**config.mk**
```make
export PLATFORM = sky130hd
export DESIGN_NAME = instr_mem_loader
export DESIGN_NICKNAME = d
export VERILOG_FILES = /design/src/rtl/instr_mem_loader.sv
export SDC_FILE = /design/constraint.sdc
export NUM_CORES = 1
export LEC_CHECK = 0
export CORE_MARGIN = 3
export CORE_UTILIZATION = 45
export CTS_BUF_LIST = sky130_fd_sc_hd__clkbuf_4 sky130_fd_sc_hd__clkbuf_8
export DETAILED_ROUTE_END_ITERATION = 16
export HOLD_SLACK_MARGIN = 0.02
export PLACE_DENSITY = 0.78
export SYNTH_ARGS = -nofsm -noshare
export SYNTH_HDL_FRONTEND = slang
export SYNTH_SLANG_ARGS = --single-unit
```
**constraint.sdc**
```tcl
create_clock -name clk -period 5.3 [get_ports clk]
set_input_delay 1.06 -clock clk [delete_from_list [all_inputs] [get_ports clk]]
set_output_delay 1.06 -clock clk [all_outputs]
set_load 0.02 [all_outputs]
```
**src/rtl/instr_mem_loader.sv**
```systemverilog
// Program loader: accepts 32-bit instruction words over valid/ready and writes
// each one as four little-endian byte writes, STRIDE bytes apart from a base.
module instr_mem_loader #(
  parameter int SIZE   = 256,
  parameter int STRIDE = 4
) (
  input  logic        clk,
  input  logic        rst,
  input  logic        start,
  input  logic [63:0] start_adr,
  input  logic        word_valid,
  output logic        word_ready,
  input  logic [31:0] word_data,
  input  logic        word_last,
  output logic        mem_we,
  output logic [63:0] mem_adr,
  output logic [7:0]  mem_wdata,
  output logic        busy,
  output logic        done,
  output logic        error,
  output logic [15:0] words_loaded
);

  typedef enum logic [2:0] {
    S_IDLE,
    S_WAIT,
    S_WRITE,
    S_DONE,
    S_ERR
  } state_t;

  localparam logic [63:0] LAST_OK = 64'(SIZE - 4);
  localparam logic [63:0] STEP    = 64'(STRIDE);

  state_t      state;
  state_t      state_nxt;
  logic [1:0]  idx;
  logic [63:0] cur_adr;
  logic [31:0] word_q;
  logic        last_q;
  logic        error_q;
  logic [15:0] count_q;
  logic        accept;
  logic        fits;

  always_ff @(posedge clk) begin
    if (rst) begin
      state <= S_IDLE;
    end else begin
      state <= state_nxt;
    end
  end

  // The fit check is made against the word's base address before any byte
  // goes out, so an overflowing word is dropped whole.
  always_comb begin
    state_nxt  = state;
    word_ready = 1'b0;
    busy       = 1'b0;
    mem_we     = 1'b0;
    mem_adr    = 64'd0;
    mem_wdata  = 8'd0;
    done       = 1'b0;
    accept     = 1'b0;
    fits       = (cur_adr <= LAST_OK);
    case (state)
      S_IDLE: begin
        if (start) begin
          state_nxt = S_WAIT;
        end
      end
      S_WAIT: begin
        word_ready = 1'b1;
        busy       = 1'b1;
        if (word_valid) begin
          accept    = 1'b1;
          state_nxt = fits ? S_WRITE : S_ERR;
        end
      end
      S_WRITE: begin
        busy      = 1'b1;
        mem_we    = 1'b1;
        mem_adr   = cur_adr + {62'd0, idx};
        mem_wdata = word_q[{idx, 3'b000} +: 8];
        if (idx == 2'd3) begin
          state_nxt = last_q ? S_DONE : S_WAIT;
        end
      end
      S_DONE: begin
        done      = 1'b1;
        state_nxt = S_IDLE;
      end
      S_ERR: begin
        state_nxt = S_IDLE;
      end
      default: begin
        state_nxt = S_IDLE;
      end
    endcase
    error        = error_q;
    words_loaded = count_q;
  end

  // Error is raised on the accepting edge so it is visible throughout ERR and
  // stays sticky in IDLE until the next start.
  always_ff @(posedge clk) begin
    if (rst) begin
      idx     <= 2'd0;
      cur_adr <= 64'd0;
      word_q  <= 32'd0;
      last_q  <= 1'b0;
      error_q <= 1'b0;
      count_q <= 16'd0;
    end else begin
      case (state)
        S_IDLE: begin
          if (start) begin
            cur_adr <= start_adr;
            count_q <= 16'd0;
            error_q <= 1'b0;
          end
        end
        S_WAIT: begin
          if (accept) begin
            word_q <= word_data;
            last_q <= word_last;
            idx    <= 2'd0;
            if (!fits) begin
              error_q <= 1'b1;
            end
          end
        end
        S_WRITE: begin
          idx <= idx + 2'd1;
          if (idx == 2'd3) begin
            cur_adr <= cur_adr + STEP;
            if (count_q != 16'hFFFF) begin
              count_q <= count_q + 16'd1;
            end
          end
        end
        default: begin
        end
      endcase
    end
  end

endmodule

```
==> results of run 1 <==
critical path, stage by stage, from the launching register on:
cell	delay (ns)
dfxtp_1	0.44
ha_1	0.29
nand4_4	0.22
or4_1	0.80
nor4_4	0.48
nand4_1	0.14
a21oi_1	0.30
clkdlybuf4s50_1	0.67
layout make-up:
cell class	instances	area, µm²	area share [%]
Clock buffer	21	276.5	2.487
Clock inverter	11	171.4	1.542
Inverter	27	101.3	0.9115
Multi-Input combinational cell	954	5759	51.80
Sequential cell	119	2382	21.43
Tap cell	260	325.3	2.926
Timing Repair Buffer	216	2102	18.91
power groups by stage:
stage / Sequential [µW] / Clock (µW) / Combinational, µW
final: 1020 / 953 / 324
after global routing: 1030 / 1000 / 355
after global placement: 1040 / 0 / 317
after CTS: 1020 / 961 / 321
after floorplan: 986 / 0 / 227
after detailed placement: 1040 / 0 / 319
layout by cell type, fill, tap and decap left out, types with 30 or more instances in the layout:
| cell | netlist | final |
|---|---|---|
| clkdlybuf4s50_1 | 0 | 192 |
| nand2_1 | 164 | 164 |
| dfxtp_1 | 119 | 119 |
| a21oi_1 | 113 | 113 |
| nor2_1 | 92 | 91 |
| nand4_1 | 59 | 59 |
| o21ai_0 | 50 | 50 |
| nand3_1 | 49 | 49 |
| nor4_1 | 42 | 42 |
| nor3_1 | 33 | 33 |
| or3_1 | 30 | 30 |
metrics by stage:
step | instances | worst slack (ns) | utilization [%]
final | 1608 | 0.4493 | 59.04
after global routing | 1608 | 0.2657 | 59.04
after CTS | 1608 | 0.4808 | 59.04
after detailed placement | 1576 | 0.9904 | 56.66
after global placement | 1576 | 1.019 | 56.66
after floorplan | 1222 | 1.851 | -
cells by family (layout without fill, tap and decap cells):
group | Yosys count | after routing
flops | 119 | 119
simple gates | 582 | 582
compound gates | 303 | 303
buf+inv | 149 | 275
mux | 23 | 23
xor+xnor | 40 | 40
fa+ha+maj | 6 | 6
routing by layer:
layer | vias to the layer above | share of wire (%) | wire length [µm] | GRT usage, %
li1 | 4746 | - | - | -
met1 | 4573 | 41 | 12560 | 36.41
met2 | 560 | 45 | 13730 | 44.51
met3 | 108 | 10 | 3190 | 7.651
met4 | 0 | 4.0 | 1243 | 11.97
met5 | - | 0 | 0 | 0
synthesized netlist by cell type, types with 5 or more instances:
library cell and n:
a21o_1 9, a21oi_1 113, a22oi_1 13, a2bb2oi_1 11, a31oi_1 26, and2_1 23
and3_1 18, and4_1 8, buf_1 11, buf_2 11, clkbuf_1 98, dfxtp_1 119
ha_1 5, inv_1 27, mux2i_1 12, mux4_2 8, nand2_1 164, nand2b_1 10
nand3_1 49, nand4_1 59, nor2_1 92, nor3_1 33, nor4_1 42, o211ai_1 11
o21ai_0 50, o22ai_1 6, o31ai_1 16, o32ai_1 12, or3_1 30, or4_1 26
xnor2_1 15, xor2_1 25
registers in the layout, indices dropped and copies added, names as in the netlist:
signal	count
error	1
words_loaded	16
word_q	32
last_q	1
cur_adr	64
state	3
idx	2
path summary, 6_finish.rpt:
check | depth (start not counted) | end | start | slack [ns]
worst max-delay path | 7 | mem_adr[52] | cur_adr[2] | 0.45
worst min-delay path | 2 | word_q[27] | word_q[27] | 0.45
worst min register to register | 2 | word_q[27] | word_q[27] | 0.45
worst max register to register | 7 | cur_adr[45] | idx[1] | 2.20
==> results.txt, run 1 <==
The run finished with clean final reports. The path class of the tightest hold or removal check is flop to flop. In this run the power spent charging and discharging nets is 649.2 µW. The synthesized-area fraction occupied by xor and xnor cells is 4.025%. For the number of maximum-capacitance violations, the log shows 0. For the internal power of the cells, the log shows 1649 µW. The tools report the worst slew margin relative to its limit as 25.15%.

In this run the cell area measured after placement is 10,670 µm². The number of antenna violations at the first check in global routing is 0, and the combinational share of power is 14.1%. The detailed placement HPWL came out at 21,620 µm.

Data on the critical path is required at its endpoint by 4.24 ns. The logs give 17 for the clock buffer count from CTS and 1,329 for the number of nets in the synthesized netlist. Async set-or-reset flop fraction in the synthesized netlist: 0%. The first-pass iteration count of the detailed router was 9; the post-synthesis mux area share was 3.838%.

The tree built by TritonCTS fans out to 119 sinks. The total count of hold-check failures in the final report was 0. For the total via count after detailed routing, the log shows 9,987. The clock slew at the register clock pins of the worst setup and hold paths was 0.07 ns; the simple-gate portion of the synthesized area was 35.39%. dfxtp_1 takes more of the synthesized area than any other cell. During I/O placement, the number of pins put on the boundary was 194.

Post-CTS repair changed the size of 0 cells. The sequential share of the synthesized area is 27.37%. The die covers 21,050 µm². Yosys attributes the largest share of cell area to dfxtp_1, nand2_1, a21oi_1. The count of yosys warnings during synthesis is 0, and the number of rows created at floorplan is 50. The overall power consumption is 2298 µW. In the routed design, unresolved DRC markers number 0. The number of buffers added for setup after CTS came out at 0.

By area, the combinational part of the netlist is dominated by simple AND/OR/NAND/NOR gates. Summed over all cells, the static leakage comes to 0.003471 µW. The nature of the critical path startpoint is a flop. The synthesized design contains 0 enable-type register cells.

Entering global routing, the biggest net connects 71 pins. In this run, flip-flops and latches consume 44.4% of the power. The post-synthesis cell area was 8703 µm².

The aggregate negative setup slack is 0 ns, and the area of the core is 18,830 µm². In this run, the number of DRC markers left after iteration 0 of detailed routing was 1,093. The top-area cell type share of the netlist area came out at 27.37%.

Routability-driven placement finished with a final weighted congestion of 1.028. In this run the remaining antenna-violating nets after routing total 0. The tools report the hold-fix buffer count after cts as 0. Setup repair after global routing left no endpoint under its margin. The logs give 0 for the final count of pins violating max slew and 0.46 ns for the later-pin clock latency in the skew report. On the final layout, the worst hold slack is 0.4540 ns. The run gives 41.5% as the clock group share of total power.

Number of levels in the clock H-tree: 4. STA classifies the critical path endpoint as an output pin. The areal power density over the cells was 206.7 nW/µm².

The critical path class was flop to output pin. The cell sitting at the root of the clock tree is a clkbuf_8. The largest fanout on the critical path works out to 10.

The area fraction in compound gates after synthesis is 21.75%. The share of synthesized cell area in full adder, half adder and majority cells works out to 0.9488%. Setup violations remaining at the end of the flow were counted as 0. The total of fill cells in the finished design is 1,730, and the clock period minus worst slack is 4.851 ns. Net switching is 28.25% of the power.

Among all flip-flop cells after synthesis, the most frequent one is dfxtp_1. The fraction of final layout cells with drive strength greater than 1 is 6.677%, and the die extent in x is 145.1 µm. TritonCTS built the clock tree. The final critical-path share of the clock period is 91.52%. Post-synthesis to final-layout area growth: 27.75%.

The logs give 9,193 for the number of global-route vias before repair and 2 for the number of buffers on the longest clock path. The clock arrives with 0.01171 ns of skew. The first global-routing pass estimated 48,870 µm of wire. The largest vdd supply drop is 0.1398 mV, and the sum of overflow across all layers after global routing is 0. Data arrives at the worst endpoint at 3.79 ns.

Based on the critical path, the design can be clocked at up to 206.2 MHz. In this run, synthesis produced a sequential element count of 119. For the pin with the worst max-slew slack, the measured transition is 1.120 ns. The unique cell type count in the Yosys netlist is 68, and the per-cell routed wire length is 19.11 µm. The logs give 30,730 µm for the routed wire length and 0 for the number of inserted diodes. The gate count of the mapped netlist was 1,222; the design area was 11,120 µm². In the final design database the tool counted 1,442 nets. After synthesis, the mean cell area works out to 7.122 µm². Global routing used 28.18% of the available tracks.

The effective utilization at floorplan is 46.22%, and the routed via count divided by cell count is 6.211. Input and output buffers added on the ports amount to 193. From bottom edge to top edge, the die measures 145.1 µm.
Power figures use the tool's default switching activity.
==> run 2, diff against run 1 <==
--- a/config.mk
+++ b/config.mk
@@ -6,11 +6,11 @@
 export NUM_CORES = 1
 export LEC_CHECK = 0
 export CORE_MARGIN = 3
-export CORE_UTILIZATION = 45
+export CORE_UTILIZATION = 40
 export CTS_BUF_LIST = sky130_fd_sc_hd__clkbuf_4 sky130_fd_sc_hd__clkbuf_8
 export DETAILED_ROUTE_END_ITERATION = 16
 export HOLD_SLACK_MARGIN = 0.02
-export PLACE_DENSITY = 0.78
+export PLACE_DENSITY = 0.71
 export SYNTH_ARGS = -nofsm -noshare
 export SYNTH_HDL_FRONTEND = slang
 export SYNTH_SLANG_ARGS = --single-unit
==> run 2 against run 1 <==
Net effect: register-to-register slack gained 0.08 ns; utilization fell by 6.8 points; count of clock-buffer cells in the layout is 3 lower; die area is 12% higher; sequential cell count did not move; fmax decreased by 2.6%; worst hold slack is essentially flat; critical path type unchanged; via count shrank 0.80%; sequential share of layout area rose by 0.060 points.
==> results.txt, run 2 (synthesis gave the netlist of run 1 again) <==
Global-route total usage across every layer: 25.97% (-2.2 points). The measured slew at the worst slew-check pin was 1.164 ns (+0.04404 ns); the clock period minus worst slack was 4.980 ns (+0.1291 ns). The endpoint class of the critical path was an output pin.

Worst hold path depth: 2 (unchanged). The flow ran to the end, and the final reports show no timing, DRC or antenna violations. The routed via count divided by cell count was 6.108 (-1.7%); the largest vdd supply drop was 0.1733 mV (+24%). Setup repair after global routing left no endpoint under its margin. The destination of the worst register-to-register timing path is cur_adr[49]. For the remaining number of nets flagged by the antenna check after routing, the log shows 0 (unchanged). Net count reported at finish: 1,442 (unchanged). The run gives 0.46 ns (about the same) as the later-pin clock latency in the skew report. For the total via count after detailed routing, the log shows 9,907 (-0.80%). The nature of the critical path startpoint was a flop. The per-cell routed wire length was 19.43 µm (+1.7%); the net switching fraction of the power was 30.45% (+2.2 points). Startpoint of the worst-slack reg-to-reg timing path: state[1]. The clock group share of total power came out at 38.9% (-2.6 points). Total count of hold-check failures in the final report: 0 (unchanged). The iteration-0 DRC count of the detailed router is 1,012 (-7.4%). Number of levels in the clock H-tree: 4 (unchanged). Clock tree synthesis selected as its root buffer the cell clkbuf_8.

The die extent in x works out to 153.5 µm (+5.8%). More flip-flops sit in one register than any other, and that register is cur_adr. The count of input and output buffers is 193 (unchanged), and the setup violation total in the final timing report is 0 (unchanged). The largest fanout on the critical path works out to 10 (unchanged). The top cell types in the final layout, fill and taps aside, are clkdlybuf4s50_1, nand2_1, dfxtp_1. The final critical-path share of the clock period works out to 93.96% (+2.4 points). The routed wire length was 31,510 µm (+2.5%); the number of antenna violations at the first check in global routing was 0 (unchanged). The timing-limited maximum frequency is 200.8 MHz (-2.6%). For the standard cell area after detailed placement, the log shows 10,690 µm² (+0.21%).

The run gives 2 (unchanged) as the number of buffers on the longest clock path. The tools report the number of inserted diodes as 0 (unchanged). The run gives 14.9% (+0.8 points) as the combinational share of power. TritonCTS built the clock tree. The post-detailed-route DRC marker count was 0 (unchanged). The tools report the startpoint of the worst hold path as word_q[21]. The fraction of final layout cells with drive strength greater than 1 is 6.682% (about the same). The number of cells on the worst reg-to-reg path came out at 7 (unchanged).

Leading cell type in the layout, fill and taps excluded: clkdlybuf4s50_1. The number of global-route vias before repair was 9,343 (+1.6%); the final estimated routing congestion in global placement was 0.9733 (-5.3%). The tools report the data arrival time of the critical path as 3.92 ns (+0.13 ns). By startpoint and endpoint, the worst setup path is classified as flop to output pin. The logs give 1535 µW (-6.9%) for the internal power of the cells and 0 (unchanged) for the hold-fix buffer count after cts. The logs give 194 (unchanged) for the I/O pin total and 11,090 µm² (-0.28%) for the design area. The wire length of the first global-routing pass was 50,290 µm (+2.9%). The die extent in y was 153.5 µm (+5.8%). The min-delay analysis places its worst path in the category flop to flop. The number of flip-flops in the largest register is 64 (unchanged). The tools report the worst clock skew on the final layout as 0.01362 ns (+0.001914 ns). The worst-case hold path end point is word_q[21].

The effective utilization at floorplan was 41.01% (-5.2 points). Compared with the post-synthesis result, the final layout area differs by 27.39%. The run gives 4.24 ns (about the same) as the required arrival time at the worst endpoint.

The detailed placement HPWL is 22,230 µm (+2.8%), and the number of buffers added for setup after CTS is 0 (unchanged). The clock slew at the register clock pins of the worst setup and hold paths works out to 0.08 ns (about the same). The tools report the maximum number of pins on one net before global-route repair as 63 (-11%). The total of cells resized after clock tree synthesis was 0 (unchanged).

The tools report the final count of pins violating max slew as 0 (unchanged). The static leakage power is 0.003446 µW (-0.72%), and the worst slew margin relative to its limit is 22.21% (-2.9 points). Sum of overflow across all layers after global routing: 0 (unchanged).

The number of rows created at floorplan is 53 (+6.0%). The tools report the switching power total as 672.0 µW (+3.5%). For the share of total power in sequential cells, the log shows 46.1% (+1.7 points). The clock buffer count from CTS is 17 (unchanged), and the aggregate negative setup slack is 0 ns (unchanged).

The first-pass iteration count of the detailed router was 7 (-2); the number of sinks on the clock net was 119 (unchanged). The area of the core is 21,220 µm² (+13%), and the die outline area is 23,560 µm² (+12%). The worst-case register-to-register setup slack was 2.28 ns (+0.08 ns); the number of maximum-capacitance violations was 0 (unchanged).

The areal power density over the cells is 199.1 nW/µm² (-3.7%).
run 2: changes by cell type in the layout (fill, tap and decap cells not counted):
cell,before,now
a21oi_2,0,1
inv_6,1,4
clkinv_4,2,3
bufinv_16,4,2
a21oi_1,113,112
clkbuf_8,19,18
clkbuf_4,2,0
run 2: critical path: stages (launching register included):
cell             delay [ns]
dfxtp_1                0.44
ha_1                   0.31
nand4_4                0.23
or4_1                  0.81
nor4_4                 0.51
nand4_1                0.14
a21oi_1                0.35
clkdlybuf4s50_1        0.68
run 2: layer usage:
layer	share of wire, %	vias up	global-route usage [%]
met5	0	-	0
met2	45	525	40.42
met1	40	4555	33.93
met3	11	84	7.374
li1	-	4743	-
met4	4.2	0	10.72
run 2: power by group through the flow:
stage	combinational, µW	sequential, µW	clock [µW]
final	330	1020	859
after global routing	364	1030	902
after CTS	328	1020	874
after detailed placement	325	1040	0
after global placement	324	1030	0
after floorplan	227	986	0
run 2: worst max path at each step:
stage	from	slack, ns	depth (start not counted)	to
2_1_floorplan	cur_adr[2]	1.85	7	mem_adr[60]
6_report	cur_adr[2]	0.32	7	mem_adr[52]
3_5_place_dp	cur_adr[35]	0.89	6	mem_adr[59]
3_3_place_gp	cur_adr[13]	0.95	7	mem_adr[63]
4_1_cts	cur_adr[13]	0.37	7	mem_adr[63]
5_1_grt	cur_adr[35]	0.07	6	mem_adr[63]
run 2: per-stage QoR:
step	hold slack, ns	util [%]	power [µW]	worst slack, ns	cells
after floorplan	0.4331	-	1212	1.851	1222
after global placement	0.4393	50.39	1358	0.9530	1591
after CTS	0.4551	52.25	2217	0.3699	1622
after global routing	0.4772	52.25	2293	0.06658	1622
after detailed placement	0.4452	50.39	1362	0.8891	1591
final	0.4537	52.25	2207	0.3201	1622
run 2: area by class of cell:
class | instances | area [µm²]
multi-input cells | 954 | 5763
clock buffers | 18 | 247.7
clock inverters | 13 | 146.4
repair buffers | 216 | 2102
well taps | 275 | 344.1
inverters | 27 | 101.3
fillers | 2113 | 10130
flip-flops and latches | 119 | 2382
